**config.mk**
```make
export PLATFORM = sky130hd
export DESIGN_NAME = proc_sequencer
export DESIGN_NICKNAME = d
export VERILOG_FILES = /design/src/rtl/proc_pkg.sv /design/src/rtl/proc_sequencer.sv
export SDC_FILE = /design/constraint.sdc
export NUM_CORES = 1
export LEC_CHECK = 0
export CORE_ASPECT_RATIO = 0.6
export CORE_MARGIN = 2
export CORE_UTILIZATION = 23
export CTS_BUF_LIST = sky130_fd_sc_hd__clkbuf_2 sky130_fd_sc_hd__clkbuf_4 sky130_fd_sc_hd__clkbuf_8
export CTS_CLUSTER_DIAMETER = 200
export DETAILED_ROUTE_END_ITERATION = 16
export PLACE_DENSITY = 0.5
export SKIP_LAST_GASP = 1
export SYNTH_ARGS = -nofsm -noshare
export SYNTH_HDL_FRONTEND = slang
export SYNTH_SLANG_ARGS = --single-unit
```
**constraint.sdc**
```tcl
create_clock -name Clock -period 2.7 [get_ports Clock]
set_input_delay 0.54 -clock Clock [delete_from_list [all_inputs] [get_ports Clock]]
set_output_delay 0.54 -clock Clock [all_outputs]
set_load 0.1 [all_outputs]
```
**src/rtl/proc_pkg.sv**
```systemverilog
// rtl/proc_pkg.sv - shared opcodes, sequencer states and helpers for the 9-bit processor
package proc_pkg;

  localparam int DATA_W = 9;

  localparam logic [2:0] OP_MV   = 3'b000;
  localparam logic [2:0] OP_MVI  = 3'b001;
  localparam logic [2:0] OP_ADD  = 3'b010;
  localparam logic [2:0] OP_SUB  = 3'b011;
  localparam logic [2:0] OP_HALT = 3'b111;

  typedef enum logic [1:0] {
    S_IDLE   = 2'd0,
    S_FETCH  = 2'd1,
    S_DECODE = 2'd2,
    S_EXEC   = 2'd3
  } seq_state_t;

  // Legal means the sequencer knows what to do with it: the four proc ops plus halt.
  function automatic logic is_legal_op(input logic [2:0] op);
    return (op == OP_MV) || (op == OP_MVI) || (op == OP_ADD) ||
           (op == OP_SUB) || (op == OP_HALT);
  endfunction

endpackage

```
**src/rtl/proc_sequencer.sv**
```systemverilog
// rtl/proc_sequencer.sv - fetch/decode/run sequencer feeding the 9-bit processor
module proc_sequencer
  import proc_pkg::*;
#(
  parameter int               ADDR_W     = 8,
  parameter logic [ADDR_W-1:0] START_ADDR = '0,
  parameter int               WDOG       = 4
) (
  input  logic              Clock,
  input  logic              Resetn,
  input  logic              Start,
  input  logic              Stop,
  output logic              mem_rd,
  output logic [ADDR_W-1:0] mem_addr,
  input  logic [DATA_W-1:0] mem_rdata,
  output logic              proc_run,
  output logic [DATA_W-1:0] proc_din,
  input  logic              proc_done,
  output logic              busy,
  output logic              halted,
  output logic              err,
  output logic [ADDR_W-1:0] pc
);

  localparam int CNT_W = (WDOG > 1) ? $clog2(WDOG) : 1;
  localparam logic [CNT_W-1:0] WDOG_LAST = CNT_W'(WDOG - 1);

  seq_state_t        r_state;
  logic [ADDR_W-1:0] r_pc;
  logic [2:0]        r_op;
  logic [CNT_W-1:0]  r_cnt;
  logic              r_stop_q;
  logic              r_halted;
  logic              r_err;

  logic [2:0]        w_op;
  logic              w_dec_halt;
  logic              w_dec_illegal;
  logic              w_dec_mvi;
  logic [ADDR_W-1:0] w_pc_plus1;
  logic [ADDR_W-1:0] w_pc_plus2;

  assign w_op          = mem_rdata[8:6];
  assign w_dec_halt    = (r_state == S_DECODE) && (w_op == OP_HALT);
  assign w_dec_illegal = (r_state == S_DECODE) && !is_legal_op(w_op);
  assign w_dec_mvi     = (r_state == S_DECODE) && (w_op == OP_MVI);
  assign w_pc_plus1    = r_pc + ADDR_W'(1);
  assign w_pc_plus2    = r_pc + ADDR_W'(2);

  // Memory, processor and status outputs decoded from the registered state.
  always_comb begin
    mem_rd   = (r_state == S_FETCH) || w_dec_mvi;
    mem_addr = '0;
    if (r_state == S_FETCH) mem_addr = r_pc;
    else if (w_dec_mvi)     mem_addr = w_pc_plus1;
    proc_run = (r_state == S_DECODE) && !w_dec_halt && !w_dec_illegal;
    proc_din = '0;
    if (proc_run)                                proc_din = mem_rdata;
    else if ((r_state == S_EXEC) && (r_op == OP_MVI)) proc_din = mem_rdata;
    busy   = (r_state != S_IDLE);
    halted = r_halted;
    err    = r_err;
    pc     = r_pc;
  end

  // Sequencer FSM with pc, stop latch and watchdog counter.
  always_ff @(posedge Clock or posedge Resetn) begin
    if (Resetn) begin
      r_state  <= S_IDLE;
      r_pc     <= START_ADDR;
      r_op     <= OP_MV;
      r_cnt    <= '0;
      r_stop_q <= 1'b0;
      r_halted <= 1'b0;
      r_err    <= 1'b0;
    end else begin
      case (r_state)
        S_IDLE: begin
          if (Start && !Stop) begin
            r_pc     <= START_ADDR;
            r_halted <= 1'b0;
            r_err    <= 1'b0;
            r_state  <= S_FETCH;
          end
        end
        S_FETCH: begin
          if (Stop) r_stop_q <= 1'b1;
          r_state <= S_DECODE;
        end
        S_DECODE: begin
          if (w_dec_halt) begin
            r_halted <= 1'b1;
            r_stop_q <= 1'b0;
            r_state  <= S_IDLE;
          end else if (w_dec_illegal) begin
            r_err    <= 1'b1;
            r_halted <= 1'b1;
            r_stop_q <= 1'b0;
            r_state  <= S_IDLE;
          end else begin
            if (Stop) r_stop_q <= 1'b1;
            r_op    <= w_op;
            r_cnt   <= '0;
            r_state <= S_EXEC;
          end
        end
        S_EXEC: begin
          if (proc_done) begin
            r_pc <= (r_op == OP_MVI) ? w_pc_plus2 : w_pc_plus1;
            if (r_stop_q || Stop) begin
              r_halted <= 1'b1;
              r_stop_q <= 1'b0;
              r_state  <= S_IDLE;
            end else begin
              r_state <= S_FETCH;
            end
          end else if (r_cnt == WDOG_LAST) begin
            r_err    <= 1'b1;
            r_halted <= 1'b1;
            r_stop_q <= 1'b0;
            r_state  <= S_IDLE;
          end else begin
            if (Stop) r_stop_q <= 1'b1;
            r_cnt <= r_cnt + CNT_W'(1);
          end
        end
        default: r_state <= S_IDLE;
      endcase
    end
  end

endmodule

```
# [After elaboration in Yosys (flattened, before gate mapping)]
# Index checks and enable logic that the tools add are counted.
[totals] regBits=18 input_bits=14 out_inout_bits=30
[classes] n_addsub=3 n_eq_ne=20 mux=37 bitwise_logic=2 n_reduce_logical=31
[ops] cell="two-way mux 8 bit" count=5
[ops] cell="two-way mux 2 bit" count=9
[ops] cell="two-way mux 9 bit" count=2
[ops] cell="one-hot mux 8 bit (2 select lines)" count=1
[ops] cell="two-way mux 1 bit" count=15
[ops] cell="!= test 2 bit, second input constant" count=7
[ops] cell="AND reduction 5 bit" count=2
[ops] cell="one-hot mux 1 bit (3 select lines)" count=3
[ops] cell="adder 8 x 1 -> 8 bit, second input constant" count=1
[ops] cell="adder 8 x 2 -> 8 bit, second input constant" count=1
[ops] cell="one-hot mux 2 bit (4 select lines)" count=1
[ops] cell="logical AND 1 bit" count=7
[ops] cell="equality test 2 bit, second input constant" count=3
[ops] cell="equality test 3 x 1 -> 1 bit, second input constant" count=2
[ops] cell="equality test 3 x 2 -> 1 bit, second input constant" count=2
[ops] cell="logical OR 1 bit" count=6
[ops] cell="!= test 3 x 2 -> 1 bit, second input constant" count=2
[ops] cell="AND reduction 3 bit" count=2
[ops] cell="AND reduction 6 bit" count=1
[ops] cell="nonzero test 2 bit" count=3
[ops] cell="nonzero test 3 bit" count=2
[ops] cell="zero test 1 bit" count=4
[ops] cell="one-hot mux 2 bit (2 select lines)" count=1
[ops] cell="AND reduction 2 bit" count=2
[ops] cell="8 further kinds" count=9

# [Longest topological paths before layout]
# Gate-level depths: netlist of the first run.
[logic_depth] depth_word=10 depth_mapped=7

# [Least setup slack after synthesis of the first run]
# OpenSTA, ideal clock, no wires.
[synth_timing] path_kind="flip-flop to output port" from="reg r_pc[1], in the netlist pc[1]" to="out mem_addr[6]" t_arrival_ps=3825 slack_ps=-1665 path_stages_with_launch=5 path_buffers=0 path_cell_list="dfrtp_1 -> ha_1 -> and3_1 -> nand2_1 -> o31ai_1"
[synth_via] elab_chain_cells=3
[synth_rtl] element="from (decl)" line_no="proc_sequencer.sv:29" rtl="logic [ADDR_W-1:0] r_pc;"
[synth_rtl] element="from (signal assigned)" line_no="proc_sequencer.sv:109" rtl="r_pc <= (r_op == OP_MVI) ? w_pc_plus2 : w_pc_plus1;"
[synth_rtl] element="adder 8 x 1 -> 8 bit" line_no="proc_sequencer.sv:47" rtl="assign w_pc_plus1 = r_pc + ADDR_W'(1);"
[synth_rtl] element="two-way mux 8 bit" line_no="proc_sequencer.sv:55" rtl="else if (w_dec_mvi) mem_addr = w_pc_plus1;"
[synth_rtl] element="two-way mux 8 bit" line_no="proc_sequencer.sv:54" rtl="if (r_state == S_FETCH) mem_addr = r_pc;"
[synth_rtl] element="to (decl)" line_no="proc_sequencer.sv:14" rtl="output logic [ADDR_W-1:0] mem_addr,"
# Every way passes these cells.

# [Worst setup path after layout of the first run]
[layout_timing] from="in mem_rdata[8]" to="out mem_addr[3]"
[layout_via] elab_chain_cells=4
[layout_rtl] element="from (decl)" line_no="proc_sequencer.sv:15" rtl="input logic [DATA_W-1:0] mem_rdata,"
[layout_rtl] element="equality test 3 x 1 -> 1 bit" line_no="proc_sequencer.sv:46" rtl="assign w_dec_mvi = (r_state == S_DECODE) && (w_op == OP_MVI);"
[layout_rtl] element="logical AND 1 bit" line_no="proc_sequencer.sv:46"
[layout_rtl] element="two-way mux 8 bit" line_no="proc_sequencer.sv:55"
[layout_rtl] element="two-way mux 8 bit" line_no="proc_sequencer.sv:54"
# Every way passes these cells.

==> out/summary.txt, run 1 <==
Die ar.: 6160 sq um
Total number of vias: 1325
Max_cap viols: 0
GRT overflow: 0
RD Place Congestion: 0.751
Hold WS: 0.478 ns
Post-route setup TNS: 0 ns
Critical path endpoint category: primary output
Library cells used by synthesis: 43
Fmax achieved: 375 MHz
Port Buffer Count: 43
CP max FO: 3
Clock transition at path regs: 0.06 ns
Worst-skew pair later-pin latency: 0.26 ns
First-pass GRT wire length: 6330 um
Clk sinks: 18
Count leader, synth: nand2_1
Initial DRC Count: 70
Hold Buf Count CTS: 0
ANT cells: 0
CTS H-tree depth: 1
Nets: 228
Crit share post-route: 0.989
Largest net degree at the start of global routing: 19
Post-Route WL: 4000 um
Slew Limit Headroom: 0.510
Pre-CTS WS: -0.275 ns
CTS tree: yes
Crit path launch type: input port
Vias in the first global route: 1177
DR pass1 iterations: 4
Synth area leaders: dfrtp_1, nand2_1, o21ai_0
Die W: 100 um
Starting Density: 0.244
Mapped Cells: 162
Worst-margin pin slew: 0.735 ns
Most frequent cells after synthesis: nand2_1, dfrtp_1, o21ai_0
Area growth syn-to-layout: 69.3%
Syn Area/Cell: 7.85 sq um
Final Worst Setup Slack: 0.0299 ns
Number of synthesized flops with an enable pin: 0
Largest area contributor in the netlist: dfrtp_1
Filler cells: 536
Sequential fraction of the synthesis area: 0.354
HPWL Detailed: 3160 um
Fin util: 0.414
Layout cell share with drive strength beyond 1: 0.343
Non-Filler Instances: 276
Skew final: 0.0131 ns
Die span in y: 61.6 um
Final Hold Viols: 0
Inst Count DP: 272
Root Driver: clkbuf_8
VDD IR max: 0.584 mV
Vias per cell: 4.80
Setup violators final: 0
Crit Path Category: in2out
Top-area cell type share of the netlist area: 0.354
Total track usage: 0.135
Synth Cell Area: 1270 sq um
Final ANT Viol Nets: 0
Routed wire per std cell: 14.5 um
Number of synthesis warnings: 0
Total CTS buffers: 3
Synthesized net count: 179
Unrepaired setup endpoints after global routing: yes
Min Tclk post-route: 2.67 ns
Outcome: complete, no violations
Synth async-reset ratio: 1.00
FF+latch count, synth: 18
Clk buf depth: 2
Final Max Tran Viols: 0
Critical path data arrival time: 2.13 ns
I/O pins: 44
Leak pwr: 0.939 nW
Post-CTS setup buffer count: 0
# DRC: 0
Hold WC Path Type: reg2reg
Initial antenna violation count: 0
Core Area: 5200 sq um
Critical Path RT: 2.16 ns
Floorplan row count: 20
Top_reg_cell synth: dfrtp_1
Pwr Density: 909 nW/um^2
## area by class of cell
cell class,instances,area (sq um),share of cell area
repair buffers,55,682,0.316
well taps,66,82.6,0.0383
flip-flops and latches,18,459,0.213
clock buffers,4,55.1,0.0256
multi-input cells,127,853,0.396
inverters,6,22.5,0.0105
## registers in the layout (all words and copies together) (netlist names)
signal	cells
r_op	3
r_state	2
r_cnt	2
err	1
pc	8
halted	1
r_stop_q	1
## logic make-up (layout without fill, tap and decap cells)
logic type / Yosys count / after routing / synth area share
multiplexers: 2 / 2 / 0.0167
flip-flops: 18 / 18 / 0.354
adder cells (fa/ha/maj): 3 / 3 / 0.0295
buffers and inverters: 17 / 65 / 0.0600
AO/OA/AOI/OAI: 40 / 40 / 0.202
AND/OR/NAND/NOR: 81 / 81 / 0.331
XOR/XNOR: 1 / 1 / 0.00688
## power breakdown
group / internal (mW) / total, mW / switching (mW)
Sequential: 0.349 / 0.407 / 0.0579
Clock: 0.130 / 0.227 / 0.0969
Combinational: 0.407 / 1.33 / 0.919
## per-stage QoR
stage / power [mW] / cell area, sq um
final: 1.96 / 2150
after global routing: 2.06 / 2150
after CTS: 1.96 / 2130
after detailed placement: 1.72 / 2070
after global placement: 1.73 / 2070
after floorplan: 1.33 / 1370
## cells in the final DEF, fill, tap and decap left out, drive strengths merged, types with 2 or more instances in the layout
master / synthesis / layout
or2: 2 / 2
and2: 9 / 9
inv: 6 / 6
o22ai: 2 / 2
dfrtp: 18 / 18
nand2b: 5 / 5
a21oi: 7 / 7
o211ai: 3 / 3
or4: 2 / 2
a22o: 4 / 4
nor3b: 4 / 4
nand3: 11 / 11
nor3: 4 / 4
clkbuf: 8 / 4
nand2: 24 / 24
o21ai: 14 / 14
and3: 4 / 4
clkdlybuf4s50: 0 / 12
ha: 3 / 3
nor2: 9 / 9
buf: 3 / 42
## repair_timing
item | 4_1_cts | 5_1_grt
endpoints found under the setup margin | 8 | 5
pin swaps | 3 | 2
gates resized for setup | 3 | 7
## worst max-delay path, stage by stage
cell,delay [ns]
dlygate4sd2_1,0.25
or3b_4,0.38
or2_4,0.27
or4_4,0.43
nand3_4,0.08
buf_12,0.17
## final timing paths
path                                     start  slack, ns  depth (start not counted)                   end
max in group asynchronous               Resetn       1.48                          2     pc[6]$_DFFE_PP0P_
min in group asynchronous               Resetn       0.71                          2  r_cnt[1]$_DFFE_PP0P_
hold / removal             r_op[0]$_DFFE_PP0P_       0.48                          2   r_op[0]$_DFFE_PP0P_
setup reg to reg           r_op[2]$_DFFE_PP0P_       0.95                          5     pc[6]$_DFFE_PP0P_
setup / recovery                  mem_rdata[8]       0.03                          6           mem_addr[3]
hold reg to reg            r_op[0]$_DFFE_PP0P_       0.48                          2   r_op[0]$_DFFE_PP0P_
## per-layer routing
metal,vias to the layer above,track usage,share of wire
met4,0,0.0294,0.0042
li1,675,-,-
met2,22,0.157,0.37
met1,624,0.231,0.60
met5,-,0,0
met3,4,0.0318,0.029
Note: power is estimated with default switching activity, not from simulation.
==> run 2: changes to the inputs <==
--- a/config.mk
+++ b/config.mk
@@ -5,13 +5,15 @@
 export SDC_FILE = /design/constraint.sdc
 export NUM_CORES = 1
 export LEC_CHECK = 0
-export CORE_ASPECT_RATIO = 0.6
+export CORE_ASPECT_RATIO = 0.75
 export CORE_MARGIN = 2
 export CORE_UTILIZATION = 23
 export CTS_BUF_LIST = sky130_fd_sc_hd__clkbuf_2 sky130_fd_sc_hd__clkbuf_4 sky130_fd_sc_hd__clkbuf_8
 export CTS_CLUSTER_DIAMETER = 200
 export DETAILED_ROUTE_END_ITERATION = 16
+export GPL_TIMING_DRIVEN = 0
 export PLACE_DENSITY = 0.5
+export SETUP_SLACK_MARGIN = 0.05
 export SKIP_LAST_GASP = 1
 export SYNTH_ARGS = -nofsm -noshare
 export SYNTH_HDL_FRONTEND = slang
==> out/summary.txt, run 2 (synthesis gave the netlist of run 1 again) <==
Outcome: complete, no violations
Leak pwr: 0.873 nW
Final Worst Setup Slack: 0.0339 ns
Min Tclk post-route: 2.67 ns
Core Area: 5350 sq um
Slew Limit Headroom: 0.341
CP cell instances: or3b_4 -> or2_1 -> buf_6 -> or4_4 -> nand3_4 -> buf_12
RR Endpoint: pc[7]$_DFFE_PP0P_
Critical Path RT: 2.16 ns
Flop-to-flop setup slack: 0.85 ns
DR pass1 iterations: 4
Skew final: 0.00196 ns
Worst-skew pair later-pin latency: 0.25 ns
CP max FO: 6
Largest net degree at the start of global routing: 19
Worst-margin pin slew: 0.986 ns
Vias in the first global route: 1214
Most frequent cells in the layout: nand2_1, clkdlybuf4s50_1, buf_4, o21ai_0, dfrtp_1
Crit share post-route: 0.987
Critical path endpoint category: primary output
Final Max Tran Viols: 0
Pre-CTS WS: -1.39 ns
RD Place Congestion: 0.751
First-pass GRT wire length: 6230 um
Area growth syn-to-layout: 58.9%
Cell count along the critical path: 6
Total number of vias: 1332
Fin util: 0.378
Total CTS buffers: 3
Crit path buf inv count: 2
Top delay family on crit path: simple AND/OR/NAND/NOR gates
Total track usage: 0.127
Clock transition at path regs: 0.07 ns
Max_cap viols: 0
Worst r2r src: r_state[0]$_DFFE_PP0P_
Crit Path Category: reg2out
Pwr Density: 919 nW/um^2
Fmax achieved: 375 MHz
Initial antenna violation count: 0
Starting Density: 0.238
Layout cell share with drive strength beyond 1: 0.285
Initial DRC Count: 55
Post-Route WL: 3820 um
CTS tree: yes
Slowest cell on crit path: or4_4
Most common cell after layout, fill and taps aside: nand2_1
Crit path launch type: flop
CTS H-tree depth: 1
Final ANT Viol Nets: 0
Die ar.: 6150 sq um
Hold WC Path Type: reg2reg
Port Buffer Count: 42
Clk sinks: 18
Vias per cell: 4.61
Final Hold Viols: 0
VDD IR max: 0.587 mV
R2R cell count: 5
Post-route setup TNS: 0 ns
ANT cells: 0
Routed wire per std cell: 13.2 um
Nets: 232
GRT overflow: 0
CP startpoint: r_state[0]$_DFFE_PP0P_
Die span in y: 68.4 um
Delay of the slowest critical-path stage: 0.43 ns
Unrepaired setup endpoints after global routing: yes
Clk buf depth: 2
Die W: 89.9 um
HPWL Detailed: 2850 um
# DRC: 0
Max reg flops: 8
Critical path data arrival time: 2.13 ns
Crit path capture: mem_addr[7]
Setup violators final: 0
Root Driver: clkbuf_8
Floorplan row count: 23
I/O pins: 44
## run 2: area by class of cell
cell class | instances | area [sq um]
well taps | 75 | 93.8
inverters | 6 | 22.5
flip-flops and latches | 18 | 467
plain buffers | 8 | 43.8
clock buffers | 4 | 48.8
fillers | 584 | 3330
multi-input cells | 127 | 856
repair buffers | 51 | 490
## run 2: worst min path at each step
stage                   startpoint                  end  depth (start not counted)
6_report       r_op[0]$_DFFE_PP0P_  r_op[0]$_DFFE_PP0P_                          2
5_1_grt        r_op[0]$_DFFE_PP0P_  r_op[0]$_DFFE_PP0P_                          2
4_1_cts        r_op[0]$_DFFE_PP0P_  r_op[0]$_DFFE_PP0P_                          2
2_1_floorplan  r_op[0]$_DFFE_PP0P_  r_op[0]$_DFFE_PP0P_                          2
3_3_place_gp   r_op[1]$_DFFE_PP0P_  r_op[1]$_DFFE_PP0P_                          2
3_5_place_dp   r_op[0]$_DFFE_PP0P_  r_op[0]$_DFFE_PP0P_                          2
## run 2: through the flow
step / instance area, sq um / total power, mW / cells / hold WS (ns)
final: 2020 / 1.86 / 289 / 0.471
after global routing: 2020 / 1.97 / 289 / 0.500
after CTS: 1990 / 1.86 / 290 / 0.476
after detailed placement: 1890 / 1.62 / 279 / 0.463
after global placement: 1890 / 1.62 / 279 / 0.465
after floorplan: 1380 / 1.34 / 162 / 0.437
## run 2: power breakdown
| part | total [mW] | switching [mW] | internal (mW) |
|---|---|---|---|
| logic | 1.24 | 0.902 | 0.338 |
| registers | 0.412 | 0.0587 | 0.353 |
| clock network | 0.206 | 0.0914 | 0.115 |
## run 2: layer usage
| layer | share of wire | wire (um) | GRT usage | vias up |
|---|---|---|---|---|
| li1 | - | - | - | 681 |
| met1 | 0.53 | 2020 | 0.180 | 621 |
| met2 | 0.43 | 1630 | 0.202 | 28 |
| met3 | 0.041 | 157 | 0.0330 | 2 |
| met4 | 0.0031 | 12 | 0.0115 | 0 |
| met5 | 0 | 0 | 0 | - |
## run 2: timing repair
action / 4_1_cts / 5_1_grt
endpoints found under the setup margin: 20 / 17
hold buffers: 0 / 0
buffers inserted: 7 / 2
resized for setup: 127 / 15
pin swaps: 4 / 3
hold endpoints to repair: 0 / 0
## run 2: worst register-to-register path: cells and delay by family (launching register included)
family	cells	cell delay, ns
AOI/OAI and AO/OA	2	0.53
DFF	1	0.37
buffers and inverters	2	0.48
and+or+nand+nor	1	0.35
